File: src/rtl/accel_csr_multi_pkg.sv
// Shared register map, CTRL bit positions and channel state encoding for the
// multi-channel accelerator CSR block.
package accel_csr_pkg;

    localparam logic [1:0] REG_CTRL = 2'd0;
    localparam logic [1:0] REG_IN   = 2'd1;
    localparam logic [1:0] REG_OUT  = 2'd2;
    localparam logic [1:0] REG_CYC  = 2'd3;

    localparam int unsigned BIT_GO   = 0;
    localparam int unsigned BIT_DONE = 1;
    localparam int unsigned BIT_BUSY = 2;
    localparam int unsigned BIT_OVR  = 3;
    localparam int unsigned BIT_IE   = 4;

    typedef enum logic [1:0] {
        ST_IDLE = 2'd0,
        ST_RUN  = 2'd1,
        ST_DONE = 2'd2
    } ch_state_e;

endpackage

File: src/rtl/accel_csr_multi_if.sv
// Avalon-MM slave bundle between the bus fabric and accel_csr_multi.
interface accel_csr_multi_if #(
    parameter int unsigned ADDR_W = 3,
    parameter int unsigned DATA_W = 16
);
    logic [ADDR_W-1:0] AVS_AVALONSLAVE_ADDRESS;
    logic              AVS_AVALONSLAVE_READ;
    logic              AVS_AVALONSLAVE_WRITE;
    logic [DATA_W-1:0] AVS_AVALONSLAVE_WRITEDATA;
    logic [DATA_W-1:0] AVS_AVALONSLAVE_READDATA;
    logic              AVS_AVALONSLAVE_WAITREQUEST;

    modport master (
        output AVS_AVALONSLAVE_ADDRESS, AVS_AVALONSLAVE_READ, AVS_AVALONSLAVE_WRITE,
               AVS_AVALONSLAVE_WRITEDATA,
        input  AVS_AVALONSLAVE_READDATA, AVS_AVALONSLAVE_WAITREQUEST
    );

    modport slave (
        input  AVS_AVALONSLAVE_ADDRESS, AVS_AVALONSLAVE_READ, AVS_AVALONSLAVE_WRITE,
               AVS_AVALONSLAVE_WRITEDATA,
        output AVS_AVALONSLAVE_READDATA, AVS_AVALONSLAVE_WAITREQUEST
    );
endinterface

File: src/rtl/accel_csr_multi_channel.sv
// One accelerator channel: IDLE/RUN/DONE FSM, offsets, sticky status, run counter.
// ACCEL_CSR_IRQ_EN adds the IE bit and an interrupt source output.
module accel_csr_channel
    import accel_csr_pkg::*;
#(
    parameter int unsigned DATA_W = 16
) (
    input  logic              clk_i,
    input  logic              rst_i,
    input  logic              wr_en_i,
    input  logic [1:0]        reg_sel_i,
    input  logic [DATA_W-1:0] wdata_i,
    input  logic              done_i,
`ifdef ACCEL_CSR_IRQ_EN
    output logic              irq_src_o,
`endif
    output logic              go_o,
    output logic [DATA_W-1:0] in_ofs_o,
    output logic [DATA_W-1:0] out_ofs_o,
    output logic [DATA_W-1:0] rdata_c_o
);
    ch_state_e         state_q;
    logic              go_q, done_q, ovr_q, ie_c;
    logic [DATA_W-1:0] cyc_q, in_ofs_q, out_ofs_q;
    logic              ctrl_wr_c, in_wr_c, out_wr_c, run_c;
    logic [4:0]        ctrl_c;

    assign ctrl_wr_c = wr_en_i && (reg_sel_i == REG_CTRL);
    assign in_wr_c   = wr_en_i && (reg_sel_i == REG_IN);
    assign out_wr_c  = wr_en_i && (reg_sel_i == REG_OUT);
    assign run_c     = (state_q == ST_RUN);

    // A CTRL write always wins over a coincident done_i.
    always_ff @(posedge clk_i or posedge rst_i) begin
        if (rst_i) begin
            state_q   <= ST_IDLE;
            go_q      <= 1'b0;
            done_q    <= 1'b0;
            ovr_q     <= 1'b0;
            cyc_q     <= '0;
            in_ofs_q  <= '0;
            out_ofs_q <= '0;
        end else begin
            go_q <= 1'b0;
            if (ctrl_wr_c && wdata_i[BIT_OVR]) ovr_q <= 1'b0;
            if (in_wr_c) begin
                if (run_c) ovr_q <= 1'b1;
                else       in_ofs_q <= wdata_i;
            end
            if (out_wr_c) begin
                if (run_c) ovr_q <= 1'b1;
                else       out_ofs_q <= wdata_i;
            end
            case (state_q)
                ST_RUN: begin
                    if (cyc_q != '1) cyc_q <= cyc_q + DATA_W'(1);
                    if (ctrl_wr_c) begin
                        if (wdata_i[BIT_GO]) ovr_q <= 1'b1;
                    end else if (done_i) begin
                        state_q <= ST_DONE;
                        done_q  <= 1'b1;
                    end
                end
                default: begin
                    if (ctrl_wr_c && wdata_i[BIT_GO]) begin
                        state_q <= ST_RUN;
                        go_q    <= 1'b1;
                        done_q  <= 1'b0;
                        cyc_q   <= '0;
                    end else if (ctrl_wr_c && wdata_i[BIT_DONE]) begin
                        state_q <= ST_IDLE;
                        done_q  <= 1'b0;
                    end
                end
            endcase
        end
    end

`ifdef ACCEL_CSR_IRQ_EN
    logic ie_q;
    always_ff @(posedge clk_i or posedge rst_i) begin
        if (rst_i)          ie_q <= 1'b0;
        else if (ctrl_wr_c) ie_q <= wdata_i[BIT_IE];
    end
    assign ie_c      = ie_q;
    assign irq_src_o = ie_q && (done_q || ovr_q);
`else
    assign ie_c = 1'b0;
`endif

    assign ctrl_c = {ie_c, ovr_q, run_c, done_q, 1'b0};

    always_comb begin
        rdata_c_o = '0;
        case (reg_sel_i)
            REG_CTRL: rdata_c_o = DATA_W'(ctrl_c);
            REG_IN:   rdata_c_o = in_ofs_q;
            REG_OUT:  rdata_c_o = out_ofs_q;
            default:  rdata_c_o = cyc_q;
        endcase
    end

    assign go_o      = go_q;
    assign in_ofs_o  = in_ofs_q;
    assign out_ofs_o = out_ofs_q;
endmodule

File: src/rtl/accel_csr_multi.sv
// Avalon-MM CSR slave for NUM_CH accelerator channels: decode, one-wait-state readback.
// ACCEL_CSR_IRQ_EN adds the registered irq output.
module accel_csr_multi
    import accel_csr_pkg::*;
#(
    parameter int unsigned NUM_CH = 2,
    parameter int unsigned DATA_W = 16,
    parameter int unsigned ADDR_W = $clog2(NUM_CH) + 2
) (
    input  logic                     CSI_CLOCK_CLK,
    input  logic                     CSI_CLOCK_RESET,
    accel_csr_multi_if.slave         avs,
    output logic [NUM_CH-1:0]        go,
    input  logic [NUM_CH-1:0]        done,
`ifdef ACCEL_CSR_IRQ_EN
    output logic                     irq,
`endif
    output logic [NUM_CH*DATA_W-1:0] inputAdd_offset,
    output logic [NUM_CH*DATA_W-1:0] outputAdd_offset
);
    localparam int unsigned CH_W = (ADDR_W > 2) ? ADDR_W - 2 : 1;

    logic [CH_W-1:0]   ch_sel_c;
    logic [1:0]        reg_sel_c;
    logic              ch_valid_c, rd_start_c;
    logic [DATA_W-1:0] ch_rdata_c [NUM_CH];
    logic [DATA_W-1:0] rd_mux_c;
    logic              rd_pend_q;
    logic [DATA_W-1:0] rdata_q;
`ifdef ACCEL_CSR_IRQ_EN
    logic [NUM_CH-1:0] irq_src_c;
`endif

    assign reg_sel_c = avs.AVS_AVALONSLAVE_ADDRESS[1:0];
    generate
        if (ADDR_W > 2) begin : g_ch_sel
            assign ch_sel_c = avs.AVS_AVALONSLAVE_ADDRESS[ADDR_W-1:2];
        end else begin : g_ch_fixed
            assign ch_sel_c = '0;
        end
    endgenerate
    assign ch_valid_c = (32'(ch_sel_c) < NUM_CH);

    for (genvar c = 0; c < NUM_CH; c++) begin : g_ch
        logic wr_en_c;
        assign wr_en_c = avs.AVS_AVALONSLAVE_WRITE && ch_valid_c && (32'(ch_sel_c) == 32'(c));
        accel_csr_channel #(.DATA_W(DATA_W)) u_ch (
            .clk_i     (CSI_CLOCK_CLK),
            .rst_i     (CSI_CLOCK_RESET),
            .wr_en_i   (wr_en_c),
            .reg_sel_i (reg_sel_c),
            .wdata_i   (avs.AVS_AVALONSLAVE_WRITEDATA),
            .done_i    (done[c]),
`ifdef ACCEL_CSR_IRQ_EN
            .irq_src_o (irq_src_c[c]),
`endif
            .go_o      (go[c]),
            .in_ofs_o  (inputAdd_offset[c*DATA_W +: DATA_W]),
            .out_ofs_o (outputAdd_offset[c*DATA_W +: DATA_W]),
            .rdata_c_o (ch_rdata_c[c])
        );
    end

    always_comb begin
        rd_mux_c = '0;
        for (int unsigned c = 0; c < NUM_CH; c++) begin
            if (ch_valid_c && (32'(ch_sel_c) == c)) rd_mux_c = ch_rdata_c[c];
        end
    end

    // Stall is combinational so the first read cycle is held off immediately;
    // a read coinciding with a write is dropped.
    assign rd_start_c = avs.AVS_AVALONSLAVE_READ && !avs.AVS_AVALONSLAVE_WRITE && !rd_pend_q;

    always_ff @(posedge CSI_CLOCK_CLK or posedge CSI_CLOCK_RESET) begin
        if (CSI_CLOCK_RESET) begin
            rd_pend_q <= 1'b0;
            rdata_q   <= '0;
        end else begin
            rd_pend_q <= rd_start_c;
            if (rd_start_c) rdata_q <= rd_mux_c;
        end
    end

    assign avs.AVS_AVALONSLAVE_WAITREQUEST = rd_start_c;
    assign avs.AVS_AVALONSLAVE_READDATA    = rdata_q;

`ifdef ACCEL_CSR_IRQ_EN
    always_ff @(posedge CSI_CLOCK_CLK or posedge CSI_CLOCK_RESET) begin
        if (CSI_CLOCK_RESET) irq <= 1'b0;
        else                 irq <= |irq_src_c;
    end
`endif
endmodule
File: src/flat_wrapper.sv
// flat-port wrapper written by rule: the top's interface ports become plain ports
module accel_csr_multi_flat import accel_csr_pkg::*;
#(
    parameter int unsigned NUM_CH = 2,
    parameter int unsigned DATA_W = 16,
    parameter int unsigned ADDR_W = $clog2(NUM_CH) + 2
)
  (CSI_CLOCK_CLK, CSI_CLOCK_RESET, go, done, inputAdd_offset, outputAdd_offset, avs_AVS_AVALONSLAVE_ADDRESS, avs_AVS_AVALONSLAVE_READ, avs_AVS_AVALONSLAVE_WRITE, avs_AVS_AVALONSLAVE_WRITEDATA, avs_AVS_AVALONSLAVE_READDATA, avs_AVS_AVALONSLAVE_WAITREQUEST);
  accel_csr_multi_if #(.ADDR_W(ADDR_W), .DATA_W(DATA_W)) avs_i ();
  input  logic CSI_CLOCK_CLK;
  input  logic CSI_CLOCK_RESET;
  output logic [NUM_CH-1:0] go;
  input  logic [NUM_CH-1:0] done;
  output logic [NUM_CH*DATA_W-1:0] inputAdd_offset;
  output logic [NUM_CH*DATA_W-1:0] outputAdd_offset;
  input wire logic [$bits(avs_i.AVS_AVALONSLAVE_ADDRESS)-1:0] avs_AVS_AVALONSLAVE_ADDRESS;
  input wire logic [$bits(avs_i.AVS_AVALONSLAVE_READ)-1:0] avs_AVS_AVALONSLAVE_READ;
  input wire logic [$bits(avs_i.AVS_AVALONSLAVE_WRITE)-1:0] avs_AVS_AVALONSLAVE_WRITE;
  input wire logic [$bits(avs_i.AVS_AVALONSLAVE_WRITEDATA)-1:0] avs_AVS_AVALONSLAVE_WRITEDATA;
  output wire logic [$bits(avs_i.AVS_AVALONSLAVE_READDATA)-1:0] avs_AVS_AVALONSLAVE_READDATA;
  output wire logic [$bits(avs_i.AVS_AVALONSLAVE_WAITREQUEST)-1:0] avs_AVS_AVALONSLAVE_WAITREQUEST;
  assign avs_i.AVS_AVALONSLAVE_ADDRESS = avs_AVS_AVALONSLAVE_ADDRESS;
  assign avs_i.AVS_AVALONSLAVE_READ = avs_AVS_AVALONSLAVE_READ;
  assign avs_i.AVS_AVALONSLAVE_WRITE = avs_AVS_AVALONSLAVE_WRITE;
  assign avs_i.AVS_AVALONSLAVE_WRITEDATA = avs_AVS_AVALONSLAVE_WRITEDATA;
  assign avs_AVS_AVALONSLAVE_READDATA = avs_i.AVS_AVALONSLAVE_READDATA;
  assign avs_AVS_AVALONSLAVE_WAITREQUEST = avs_i.AVS_AVALONSLAVE_WAITREQUEST;
  accel_csr_multi #(.NUM_CH(NUM_CH), .DATA_W(DATA_W), .ADDR_W(ADDR_W)) u_core (.CSI_CLOCK_CLK(CSI_CLOCK_CLK), .CSI_CLOCK_RESET(CSI_CLOCK_RESET), .avs(avs_i), .go(go), .done(done), .inputAdd_offset(inputAdd_offset), .outputAdd_offset(outputAdd_offset));
endmodule
File: config.mk
export PLATFORM = sky130hd
export DESIGN_NAME = accel_csr_multi_flat
export DESIGN_NICKNAME = d
export VERILOG_FILES = /design/src/rtl/accel_csr_multi_pkg.sv /design/src/rtl/accel_csr_multi_if.sv /design/src/rtl/accel_csr_multi_channel.sv /design/src/rtl/accel_csr_multi.sv /design/src/flat_wrapper.sv
export SDC_FILE = /design/constraint.sdc
export NUM_CORES = 1
export LEC_CHECK = 0
export ABC_AREA = 0
export BUFFER_PORTS_ARGS = -buffer_cell sky130_fd_sc_hd__buf_4
export CORE_UTILIZATION = 25
export DETAILED_ROUTE_END_ITERATION = 8
export GPL_TIMING_DRIVEN = 0
export HOLD_SLACK_MARGIN = 0.02
export PLACE_DENSITY = 0.45
export SETUP_SLACK_MARGIN = 0.3
export SYNTH_ARGS = -nofsm -noshare
export SYNTH_HDL_FRONTEND = slang
export SYNTH_SLANG_ARGS = --single-unit
File: constraint.sdc
create_clock -name CSI_CLOCK_CLK -period 8.85 [get_ports CSI_CLOCK_CLK]
set_input_delay 0.4425 -clock CSI_CLOCK_CLK [delete_from_list [all_inputs] [get_ports CSI_CLOCK_CLK]]
set_output_delay 0.4425 -clock CSI_CLOCK_CLK [all_outputs]
set_load 0.03 [all_outputs]
# Word-level counts from Yosys, hierarchy flattened
# Index checks and enable logic that the tools add are counted.
# totals
ram_bits,0
rom_bits,0
word_cells,113
regBits,123
mem_count,0
input_bits,25
latch_bits,0
# op_classes
reduce_logical,31
n_shift,0
n_eq_ne,12
magnitude_cmp,0
n_mul,0
mux,49
div,0
bitwise_logic,3
n_addsub,2
# op_table
operator,count
two-way mux 16 bit,7
case mux 16 bit (3 select lines),2
adder 16 x 1 -> 16 bit (second input constant),2
inequality test 16 bit (second input constant),2
two-way mux 1 bit,30
two-way mux 2 bit,10
logical AND 1 bit,16
AND reduction 2 bit,6
inequality test 2 bit (second input constant),4
equality test 2 x 1 -> 1 bit (second input constant),3
AND reduction 3 bit,2
nonzero test 3 bit,2
inequality test 2 x 1 -> 1 bit (second input constant),2
nonzero test 2 bit,2
inverter 1 bit,3
equality test 2 bit (second input constant),1
logical NOT 1 bit,2
logical NOT 2 bit,1

# Longest topological paths before layout
# Gate-level depths: netlist of the first run.
# logic_depth
depth_word,12
ltp_mapped,7
mapped_depth_nobuf,5

# Modules after synthesis
# A second synthesis of the first run with hierarchy kept.
# unflattened
hier_cells,486
area_unflattened_um2,6119.6
# by_module_without_submodules
module,instances,cells_per_inst,area_per_inst_um2
accel_csr_channel,2,215,2611.3
accel_csr_multi,1,56,897.1

# Least setup slack after synthesis of the first run
# No wires, ideal clock.
# synth_timing
path_kind,input to register
startpoint,input avs_AVS_AVALONSLAVE_ADDRESS[0]
endpoint,register u_core.g_ch[0].u_ch.out_ofs_q[1]
n_path_buf,2
required_time_ns,8.725
setup_time_ns,0.125
path_slack_ns,6.898
path_stages,6
arrival_time_ns,1.827
cell_sequence,clkbuf_1 inv_1 nand2_1 nor3_2 buf_2 mux2_2
# synth_via
elab_chain_cells,3
# synth_lines
item,line_no,rtl
"start, declared",flat_wrapper.sv:16,input wire logic [$bits(avs_i.AVS_AVALONSLAVE_ADDRESS)-1:0] avs_AVS_AVALONSLAVE_ADDRESS;
equality test 2 bit,accel_csr_multi_channel.sv:30,assign out_wr_c = wr_en_i && (reg_sel_i == REG_OUT);
logical AND 1 bit,accel_csr_multi_channel.sv:30,
AND reduction 2 bit (no line),-,
"end signal, assigned",accel_csr_multi_channel.sv:52,else out_ofs_q <= wdata_i;
"end, declared",accel_csr_multi_channel.sv:24,"logic [DATA_W-1:0] cyc_q, in_ofs_q, out_ofs_q;"
# No other way between the ends.
# A chain may end at the register's enable or synchronous reset.

# Worst setup path after layout of the first run
# layout_timing
startpoint,register u_core.rd_pend_q
endpoint,output avs_AVS_AVALONSLAVE_WAITREQUEST
# layout_via
elab_chain_cells,2
# layout_lines
item,line_no,rtl
"start, declared",accel_csr_multi.sv:28,logic rd_pend_q;
"start signal, assigned",accel_csr_multi.sv:80,rd_pend_q <= rd_start_c;
logical NOT 1 bit,accel_csr_multi.sv:73,assign rd_start_c = avs.AVS_AVALONSLAVE_READ && !avs.AVS_AVALONSLAVE_WRITE && !rd_pend_q;
logical AND 1 bit,accel_csr_multi.sv:73,
"end, declared",flat_wrapper.sv:21,output wire logic [$bits(avs_i.AVS_AVALONSLAVE_WAITREQUEST)-1:0] avs_AVS_AVALONSLAVE_WAITREQUEST;
# No other way between the ends.

==> flow_metrics.env, run 1 <==
export IMPL_max_vdd_ir_drop_uv=126.1
export IMPL_reg2reg_depth=4
export IMPL_routed_via_density=5.098
export IMPL_setup_viol_count_final=0
export IMPL_pre_cts_ws_ns=6.171
export IMPL_fin_ws_ns=6.239
export IMPL_die_x_um=156.6
export IMPL_syn_area_per_cell_um2=11.70
export IMPL_syn_inst=511
export IMPL_io_buffer_count=106
export IMPL_yosys_register_bits=121
export IMPL_synth_edff_count=0
export IMPL_holdBufCountCts=0
export IMPL_hpwlAfterDp_um=14350
export IMPL_hold_class="in2async"
export IMPL_vias=4914
export IMPL_grt_total_usage_pct=16.93
export IMPL_slowest_delay_ns=0.46
export IMPL_worstPathRequired_ns=8.41
export IMPL_rsz0062_at_grt="no"
export IMPL_htreeDepth=4
export IMPL_antenna_found_initial=0
export IMPL_ys_seq_area_share_pct=50.66
export IMPL_post_drt_wl_per_cell_um=20.71
export IMPL_synth_nets=538
export IMPL_finalCritPeriodShare_pct=29.50
export IMPL_place_congestion=0.8088
export IMPL_grt_overflow=0
export IMPL_yosys_warnings=0
export IMPL_crit_chain="or3b_2 > clkbuf_1 > clkbuf_1 > inv_1 > buf_4"
export IMPL_syn_to_final_growth_pct=29.45
export IMPL_tightestPinTransition_ns=0.8376
export IMPL_fp_coreArea_mm2=0.02347
export IMPL_final_hold_viol_count=0
export IMPL_fin_nets=664
export IMPL_drt_pass1_iter_count=5
export IMPL_grt_max_degree=69
export IMPL_fp_dieArea_mm2=0.02453
export IMPL_register_area_mm2=0.003028
export IMPL_cts_made_buffers=17
export IMPL_cts_root_buf="clkbuf_16"
export IMPL_tns_ns=0
export IMPL_final_core_util_pct=32.96
export IMPL_wl_um=19970
export IMPL_maxCapViolCount=0
export IMPL_drv_slew=0
export IMPL_critPathCaptureType="output pin"
export IMPL_multi_input_area_mm2=0.002743
export IMPL_die_h_um=156.6
export IMPL_clkSlewWorstSetupHoldPaths_ns=0.05
export IMPL_ctsResizeCount=0
export IMPL_crit_arrival_ns=2.17
export IMPL_drt_iter0_markers=368
export IMPL_drc=0
export IMPL_finalPower_w=0.002075
export IMPL_outcome="completed"
export IMPL_fmax_mhz=383.0
export IMPL_fillCellCount=2387
export IMPL_start_kind="flip-flop"
export IMPL_cp_max_fo=10
export IMPL_finalClockSkew_ns=0.007647
export IMPL_ant_nets=0
export IMPL_clk_latency_ns=0.43
export IMPL_relSlewSlack_pct=44.16
export IMPL_synth_area_mm2=0.005977
export IMPL_period_needed_ns=2.611
export IMPL_final_layout_size_suffix_gt1_share_pct=38.45
export IMPL_io_pins=108
export IMPL_ys_flop_type="dfrtp_1"
export IMPL_clkSinkCount=121
export IMPL_diodes=0
export IMPL_p_leak_nw=3.338
export IMPL_slowest_stage="or3b_2"
export IMPL_grt_pass1_vias=4868
export IMPL_critical_path_class="reg2out"
export IMPL_rows=56
export IMPL_async_reset_ff_share_pct=100.0
export IMPL_critPathMostFrequentCell="clkbuf_1"
export IMPL_cts_setup_buffers=0
export IMPL_cts_buffer_depth=2
export IMPL_power_density_mw_per_mm2=268.2
export IMPL_grt_pass1_wl_um=30250
export IMPL_cts_tree="yes"
export IMPL_initial_core_util_pct=25.46
export IMPL_ys_types=48
critical path: cells and delay by family, from the launching register on:
family	cells	cell delay, ns
buf+inv	4	0.92
simple gates	1	0.46
flops	1	0.35
Yosys cell counts, types with 12 or more instances:
cell	count	area, µm²
mux2i_1	13	130.1
o31ai_1	14	105.1
o21ai_0	14	70.07
inv_1	14	52.55
buf_2	12	60.06
nand2_1	25	93.84
mux2_2	92	1036
dfrtp_1	121	3028
a21oi_1	17	85.08
clkbuf_1	17	63.81
a221oi_1	13	113.9
a22oi_1	13	97.59
a21o_1	13	97.59
a211oi_1	13	97.59
nor2_1	13	48.80
nand3_1	16	80.08
cells by family (layout without fill, tap and decap cells):
group           count (synthesis)  in the layout  synth area share [%]
flops                         121            121                 50.66
xor+xnor                        1              1                0.1466
mux                           107            107                 20.33
compound gates                125            125                 14.86
simple gates                  108            108                 10.13
buf+inv                        47            181                 3.454
fa+ha+maj                       2              2                0.4186
metrics by stage:
step	cell area (µm²)	cells	hold WS (ns)
6_report	7737	964	0.1235
5_1_grt	7737	964	0.1922
3_5_place_dp	7204	937	0.4838
2_1_floorplan	5977	511	0.4718
3_3_place_gp	7172	936	0.4803
4_1_cts	7737	964	0.1561
cells in the final DEF (no fill, tap or decap), types with 14 or more instances in the layout:
cell type / Yosys / routed
nand3_1: 16 / 16
mux2_2: 92 / 92
nand2_1: 25 / 25
o21ai_0: 14 / 14
dfrtp_1: 121 / 121
clkbuf_1: 17 / 19
o31ai_1: 14 / 14
a21oi_1: 17 / 17
buf_4: 2 / 108
clkbuf_16: 0 / 17
final timing paths:
path                                                           from                                       to  slack [ns]
max                                                u_core.rd_pend_q          avs_AVS_AVALONSLAVE_WAITREQUEST        6.24
min                                                 CSI_CLOCK_RESET          u_core.g_ch[0].u_ch.in_ofs_o[1]        0.12
max reg2reg                          u_core.g_ch[1].u_ch.state_q[0]         u_core.g_ch[1].u_ch.out_ofs_o[2]        6.46
min reg2reg                 u_core.avs.AVS_AVALONSLAVE_READDATA[15]  u_core.avs.AVS_AVALONSLAVE_READDATA[15]        0.50
max in group asynchronous                           CSI_CLOCK_RESET            u_core.g_ch[1].u_ch.cyc_q[12]        8.01
min in group CSI_CLOCK_CLK         avs_AVS_AVALONSLAVE_WRITEDATA[7]         u_core.g_ch[1].u_ch.out_ofs_o[7]        0.28
state kept, by name (all words and copies together), names as in the netlist:
register                             count
u_core.g_ch.u_ch.state_q                 4
u_core.rd_pend_q                         1
u_core.g_ch.u_ch.cyc_q                  32
u_core.g_ch.u_ch.ovr_q                   2
u_core.g_ch.u_ch.go_o                    2
u_core.g_ch.u_ch.out_ofs_o              32
u_core.avs.AVS_AVALONSLAVE_READDATA     16
u_core.g_ch.u_ch.in_ofs_o               32
where the power goes:
group,internal (W),leakage (nW),total [W],switching [W]
combinational,0.000261,1.57,0.000605,0.000344
sequential,0.000680,1.50,0.000823,0.000142
clock,0.000405,0.266,0.000647,0.000242
layout make-up:
type	count	area share, %
multi-input combinational	343	35.45
inverter	14	0.7439
buffer	33	1.989
clock buffer	23	6.307
timing repair buffer	107	10.64
sequential	121	39.13
clock inverter	4	0.5821
tap	319	5.158
metal layers:
layer | GRT usage [%] | share of wire (%) | vias to the layer above
li1 | - | - | 2215
met1 | 22.34 | 45 | 2521
met2 | 27.44 | 48 | 142
met3 | 3.628 | 5.0 | 36
met4 | 5.602 | 1.9 | 0
met5 | 0 | 0 | -
Note: power is estimated with default switching activity, not from simulation.
==> run 2, diff against run 1 <==
--- a/config.mk
+++ b/config.mk
@@ -5,7 +5,7 @@
 export SDC_FILE = /design/constraint.sdc
 export NUM_CORES = 1
 export LEC_CHECK = 0
-export ABC_AREA = 0
+export ABC_AREA = 1
 export BUFFER_PORTS_ARGS = -buffer_cell sky130_fd_sc_hd__buf_4
 export CORE_UTILIZATION = 25
 export DETAILED_ROUTE_END_ITERATION = 8
==> constraint.sdc (replaced) <==
create_clock -name CSI_CLOCK_CLK -period 2.6 [get_ports CSI_CLOCK_CLK]
set_input_delay 0.13 -clock CSI_CLOCK_CLK [delete_from_list [all_inputs] [get_ports CSI_CLOCK_CLK]]
set_output_delay 0.13 -clock CSI_CLOCK_CLK [all_outputs]
set_load 0.03 [all_outputs]
==> flow_metrics.env, run 2 <==
export IMPL_vias=5743
export IMPL_crit_buf_inv=2
export IMPL_syn_to_final_growth_pct=31.82
export IMPL_stdcell_area_mm2=0.008009
export IMPL_cts_tree="yes"
export IMPL_crit_arrival_ns=1.96
export IMPL_dp_cells=1199
export IMPL_power_density_mw_per_mm2=1017
export IMPL_initial_core_util_pct=25.66
export IMPL_synth_nets=797
export IMPL_start_kind="flip-flop"
export IMPL_drt_pass1_iter_count=5
export IMPL_synth_common_cells="267 x nand2_1, 121 x dfrtp_1, 70 x o21ai_1"
export IMPL_wl_um=23020
export IMPL_post_drt_wl_per_cell_um=18.65
export IMPL_grt_max_degree=38
export IMPL_final_cell_count_no_fill=1234
export IMPL_fin_nets=932
export IMPL_cts_buffer_depth=2
export IMPL_final_layout_size_suffix_gt1_share_pct=22.19
export IMPL_slowest_stage="nor3_4"
export IMPL_whs_path_depth=3
export IMPL_hpwlAfterDp_um=17400
export IMPL_diodes=0
export IMPL_fp_dieArea_mm2=0.02493
export IMPL_rsz0062_at_grt="no"
export IMPL_ys_types=29
export IMPL_critical_path_top_delay_family="buffers and inverters"
export IMPL_fmax_mhz=477.6
export IMPL_grt_overflow=0
export IMPL_syn_area_per_cell_um2=7.891
export IMPL_die_h_um=157.9
export IMPL_htreeDepth=4
export IMPL_hold_class="in2reg"
export IMPL_synth_top_area_cell="dfrtp_1"
export IMPL_holdWs_ns=0.02431
export IMPL_synthTopCellsByArea="dfrtp_1 50%, nand2_1 16%, o21ai_1 5.8%"
export IMPL_final_cell_mix="267 x nand2_1, 121 x dfrtp_1, 111 x buf_4"
export IMPL_cts_made_buffers=17
export IMPL_crit_chain="nor3_4 > buf_2 > buf_4"
export IMPL_die_x_um=157.9
export IMPL_async_reset_ff_share_pct=100.0
export IMPL_gr_usage_met1_pct=27.74
export IMPL_finalClockSkew_ns=0.009753
export IMPL_p_leak_nw=3.727
export IMPL_clkSlewWorstSetupHoldPaths_ns=0.06
export IMPL_final_core_util_pct=33.82
export IMPL_rows=56
export IMPL_synth_area_mm2=0.006076
export IMPL_io_buffer_count=107
export IMPL_outcome="completed"
export IMPL_finalCritPeriodShare_pct=80.53
export IMPL_setup_viol_count_final=0
export IMPL_synth_top_area_share_pct=49.84
export IMPL_syn_inst=770
export IMPL_clk_latency_ns=0.43
export IMPL_worst_path_stages=3
export IMPL_reg2reg_depth=10
export IMPL_dpl_cell_area_mm2=0.007342
export IMPL_fp_coreArea_mm2=0.02368
export IMPL_grt_pass1_vias=5482
export IMPL_max_vdd_ir_drop_uv=366.1
export IMPL_tightestPinTransition_ns=0.5696
export IMPL_grtUsageMet3_pct=4.763
export IMPL_yosys_warnings=0
export IMPL_cp_max_fo=11
export IMPL_place_congestion=0.8861
export IMPL_period_needed_ns=2.094
export IMPL_grt_pass1_wl_um=34240
export IMPL_ys_flop_type="dfrtp_1"
export IMPL_yosysMostFrequentCell="nand2_1"
export IMPL_drt_iter0_markers=389
export IMPL_ys_seq_area_share_pct=49.84
export IMPL_ant_nets=0
export IMPL_drc=0
export IMPL_grt_total_usage_pct=19.34
export IMPL_layout_commonest_cell="nand2_1"
export IMPL_grt_use_met2_pct=27.77
export IMPL_slowest_delay_ns=0.50
export IMPL_relSlewSlack_pct=61.90
export IMPL_maxCapViolCount=0
export IMPL_clkSinkCount=121
export IMPL_routed_via_density=4.654
export IMPL_worstPathRequired_ns=2.47
export IMPL_io_pins=108
export IMPL_final_hold_viol_count=0
export IMPL_critical_path_class="reg2out"
export IMPL_busiest_layer="met2"
export IMPL_synth_edff_count=0
export IMPL_critPathCaptureType="output pin"
export IMPL_cts_setup_buffers=0
export IMPL_fillCellCount=2549
export IMPL_cts_root_buf="clkbuf_16"
export IMPL_tns_ns=0
export IMPL_drv_slew=0
export IMPL_antenna_found_initial=0
export IMPL_yosys_register_bits=121
-- run 2: logic make-up after synthesis --
family,share of synthesized area [%]
flops,49.84
fa+ha+maj,0.4118
simple gates,27.43
compound gates,13.02
buf+inv,7.290
xor+xnor,2.018
-- run 2: final cells by class --
class	count	area, µm²	share of cell area [%]
Sequential cell	121	3028	37.81
Multi-Input combinational cell	549	2611	32.60
Timing Repair Buffer	116	923.4	11.53
Clock buffer	21	480.5	5.999
Tap cell	319	399.1	4.984
Inverter	66	251.5	3.140
Buffer	34	195.2	2.437
Clock inverter	8	120.1	1.500
-- run 2: metal layers --
metal	share of wire (%)	wire length, µm
met5	0	0
met4	2.4	543
met2	43	9831
met3	7.1	1643
met1	48	11000
-- run 2: worst paths after layout --
path	startpoint	endpoint	slack [ns]
setup / recovery	u_core.rd_pend_q	avs_AVS_AVALONSLAVE_WAITREQUEST	0.51
hold / removal	avs_AVS_AVALONSLAVE_WRITEDATA[7]	u_core.g_ch[1].u_ch.in_ofs_o[7]	0.02
setup reg to reg	u_core.g_ch[0].u_ch.cyc_q[0]	u_core.g_ch[0].u_ch.cyc_q[12]	0.74
hold reg to reg	u_core.avs.AVS_AVALONSLAVE_READDATA[6]	u_core.avs.AVS_AVALONSLAVE_READDATA[6]	0.48
max in group asynchronous	CSI_CLOCK_RESET	u_core.g_ch[1].u_ch.go_o	1.53
min in group asynchronous	CSI_CLOCK_RESET	u_core.g_ch[0].u_ch.out_ofs_o[11]	0.27
-- run 2: where the power goes --
| group | switching [W] | total [W] | internal, W |
|---|---|---|---|
| Combinational | 0.00177 | 0.00273 | 0.000959 |
| Sequential | 0.000544 | 0.00295 | 0.00240 |
| Clock | 0.000886 | 0.00247 | 0.00159 |
-- run 2: worst reg2reg max path: cells and delay by family (launching register included) --
family,cells,cell delay [ns]
AO/OA/AOI/OAI,1,0.06
adder cells (fa/ha/maj),1,0.24
buffers and inverters,2,0.24
flip-flops,1,0.45
AND/OR/NAND/NOR,6,0.81
-- run 2: timing repair --
item                                    4_1_cts  5_1_grt
endpoints found under the setup margin        0        1
hold buffers                                  6        0
gates resized for setup                       0        1
endpoints found under the hold margin        23        0
-- run 2: stage by stage --
stage                     power [W]  setup slack (ns)
after floorplan            0.004515            0.9867
after global placement     0.005686          0.007785
after detailed placement   0.005708            0.6787
after CTS                  0.008206            0.3017
after global routing       0.008580            0.4537
final                      0.008148            0.5062
==> run 3, diff against run 2 <==
--- a/config.mk
+++ b/config.mk
@@ -11,7 +11,7 @@
 export DETAILED_ROUTE_END_ITERATION = 8
 export GPL_TIMING_DRIVEN = 0
 export HOLD_SLACK_MARGIN = 0.02
-export PLACE_DENSITY = 0.45
+export PLACE_DENSITY = 0.46
 export SETUP_SLACK_MARGIN = 0.3
 export SYNTH_ARGS = -nofsm -noshare
 export SYNTH_HDL_FRONTEND = slang
==> constraint.sdc (replaced) <==
create_clock -name CSI_CLOCK_CLK -period 1.92 [get_ports CSI_CLOCK_CLK]
set_input_delay 0.096 -clock CSI_CLOCK_CLK [delete_from_list [all_inputs] [get_ports CSI_CLOCK_CLK]]
set_output_delay 0.096 -clock CSI_CLOCK_CLK [all_outputs]
set_load 0.03 [all_outputs]
==> flow_metrics.env, run 3 (same netlist as run 2, synthesis figures left out) <==
export IMPL_p_comb_share_pct=35.6
export IMPL_die_h_um=157.9
export IMPL_initial_core_util_pct=25.66
export IMPL_r2r_end="u_core.g_ch[0].u_ch.cyc_q[9]"
export IMPL_pwr_share_seq_pct=36.2
export IMPL_clk_latency_ns=0.43
export IMPL_clkSinkCount=121
export IMPL_fp_dieArea_mm2=0.02493
export IMPL_outcome="completed"
export IMPL_cts_buffer_depth=2
export IMPL_drc=0
export IMPL_cp_max_fo=5
export IMPL_antenna_found_initial=0
export IMPL_cts_tree="yes"
export IMPL_power_switching_w=0.004517
export IMPL_whs_path_depth=3
export IMPL_critical_path_class="reg2reg"
export IMPL_drt_iter0_markers=418
export IMPL_whs_endpoint="u_core.g_ch[1].u_ch.in_ofs_o[12]"
export IMPL_final_cell_mix="260 x nand2_1, 131 x buf_4, 119 x dfrtp_1"
export IMPL_grt_pass1_vias=5521
export IMPL_slowest_delay_ns=0.37
export IMPL_io_pins=108
export IMPL_htreeDepth=4
export IMPL_finalCritPeriodShare_pct=81.12
export IMPL_r2r_slack_ns=0.36
export IMPL_grt_total_usage_pct=19.32
export IMPL_setup_viol_count_final=0
export IMPL_grt_max_degree=40
export IMPL_fmax_mhz=642.0
export IMPL_final_layout_size_suffix_gt1_share_pct=25.85
export IMPL_worstPathRequired_ns=2.28
export IMPL_crit_chain="ha_2 > inv_1 > nor2_2 > nand2_2 > nor2_2 > nor2_4 > nor2_4 > buf_4 > nand2_1 > o21ai_2"
export IMPL_final_core_util_pct=34.93
export IMPL_diodes=0
export IMPL_period_needed_ns=1.558
export IMPL_cts_made_buffers=17
export IMPL_rsz0062_at_grt="yes"
export IMPL_crit_arrival_ns=1.91
export IMPL_power_density_mw_per_mm2=1338
export IMPL_place_congestion=0.8868
export IMPL_holdWs_ns=0.007347
export IMPL_io_buffer_count=107
export IMPL_finalClockSkew_ns=0.01007
export IMPL_die_x_um=157.9
export IMPL_grt_pass1_wl_um=34680
export IMPL_ant_nets=0
export IMPL_post_drt_wl_per_cell_um=18.44
export IMPL_wl_um=23210
export IMPL_maxCapViolCount=0
export IMPL_drt_pass1_iter_count=7
export IMPL_cts_root_buf="clkbuf_16"
export IMPL_drv_slew=0
export IMPL_slowest_stage="dfrtp_1"
export IMPL_finalPower_w=0.01107
export IMPL_rows=56
export IMPL_max_vdd_ir_drop_uv=574.5
export IMPL_tightestPinTransition_ns=0.5995
export IMPL_reg2reg_from="u_core.g_ch[0].u_ch.cyc_q[0]"
export IMPL_clkPwrFrac_pct=28.2
export IMPL_grt_overflow=0
export IMPL_worstHoldStart="avs_AVS_AVALONSLAVE_WRITEDATA[12]"
export IMPL_vias=5938
export IMPL_relSlewSlack_pct=60.03
export IMPL_fp_coreArea_mm2=0.02368
export IMPL_syn_to_final_growth_pct=36.16
export IMPL_intPower_w=0.006550
export IMPL_hold_class="in2reg"
export IMPL_fin_nets=954
export IMPL_start_kind="flip-flop"
export IMPL_reg2reg_depth=10
export IMPL_swShare_pct=40.82
export IMPL_layout_commonest_cell="nand2_1"
export IMPL_critPathCaptureType="flip-flop"
export IMPL_final_hold_viol_count=0
export IMPL_clkSlewWorstSetupHoldPaths_ns=0.06
export IMPL_p_leak_nw=3.830
export IMPL_hpwlAfterDp_um=17290
export IMPL_routed_via_density=4.716
-- run 3: final cells by class --
cell class | instances | area [µm²]
Fill cell | 2544 | 15410
Tap cell | 319 | 399.1
Inverter | 66 | 252.7
Multi-Input combinational cell | 549 | 2684
Clock buffer | 19 | 452.9
Timing Repair Buffer | 138 | 1104
Sequential cell | 121 | 3030
Buffer | 34 | 226.5
Clock inverter | 13 | 123.9
-- run 3: per-stage QoR --
step                instances  TNS (ns)  worst slack [ns]  cell area (µm²)
floorplan                 770         0            0.3407             6080
global placement         1196    -77.69           -0.6496             7282
detailed placement       1199         0           0.07741             7342
CTS                      1250         0            0.2964             8122
global route             1259         0            0.2844             8273
finish                   1259         0            0.3624             8273
-- run 3: power groups by stage --
| stage | combinational (W) | clock [W] | sequential [W] |
|---|---|---|---|
| final | 0.00393 | 0.00313 | 0.00401 |
| after floorplan | 0.00132 | 0 | 0.00480 |
| after detailed placement | 0.00369 | 0 | 0.00404 |
| after CTS | 0.00381 | 0.00318 | 0.00399 |
| after global placement | 0.00364 | 0 | 0.00405 |
| after global routing | 0.00427 | 0.00332 | 0.00410 |
-- run 3: timing repair --
item | 4_1_cts | 5_1_grt
endpoints found under the hold margin | 120 | 0
setup endpoints to repair | 53 | 65
setup buffers | 7 | 7
cloned | 0 | 2
pin swaps | 3 | 7
gates resized for setup | 11 | 39
hold buffers | 12 | 0
-- run 3: worst max-delay path, delay by kind of cell, from the launching register on --
kind                     cells  cell delay (ns)
AND/OR/NAND/NOR              6             0.62
flip-flops                   1             0.37
buffers and inverters        2             0.24
adder cells (fa/ha/maj)      1             0.19
AO/OA/AOI/OAI                1             0.05
-- run 3: how the worst max path moves through the flow --
stage,from,to,slack (ns),cells past startpoint
3_5_place_dp,u_core.rd_pend_q,u_core.avs.AVS_AVALONSLAVE_READDATA[4],0.08,4
5_1_grt,u_core.g_ch[0].u_ch.state_q[1],u_core.g_ch[0].u_ch.state_q[0],0.28,5
4_1_cts,u_core.g_ch[0].u_ch.state_q[1],u_core.g_ch[0].u_ch.out_ofs_o[0],0.30,7
2_1_floorplan,CSI_CLOCK_RESET,u_core.avs.AVS_AVALONSLAVE_READDATA[0],0.34,1
3_3_place_gp,CSI_CLOCK_RESET,u_core.avs.AVS_AVALONSLAVE_READDATA[3],-0.65,2
6_report,u_core.g_ch[0].u_ch.cyc_q[0],u_core.g_ch[0].u_ch.cyc_q[9],0.36,10
-- run 3: per-layer routing --
layer | global-route usage, % | routed length (µm) | vias up
met5 | 0 | 0 | -
met4 | 7.859 | 574 | 0
met3 | 2.847 | 1315 | 33
met2 | 28.28 | 9884 | 214
met1 | 28.16 | 11440 | 2850
li1 | - | - | 2841
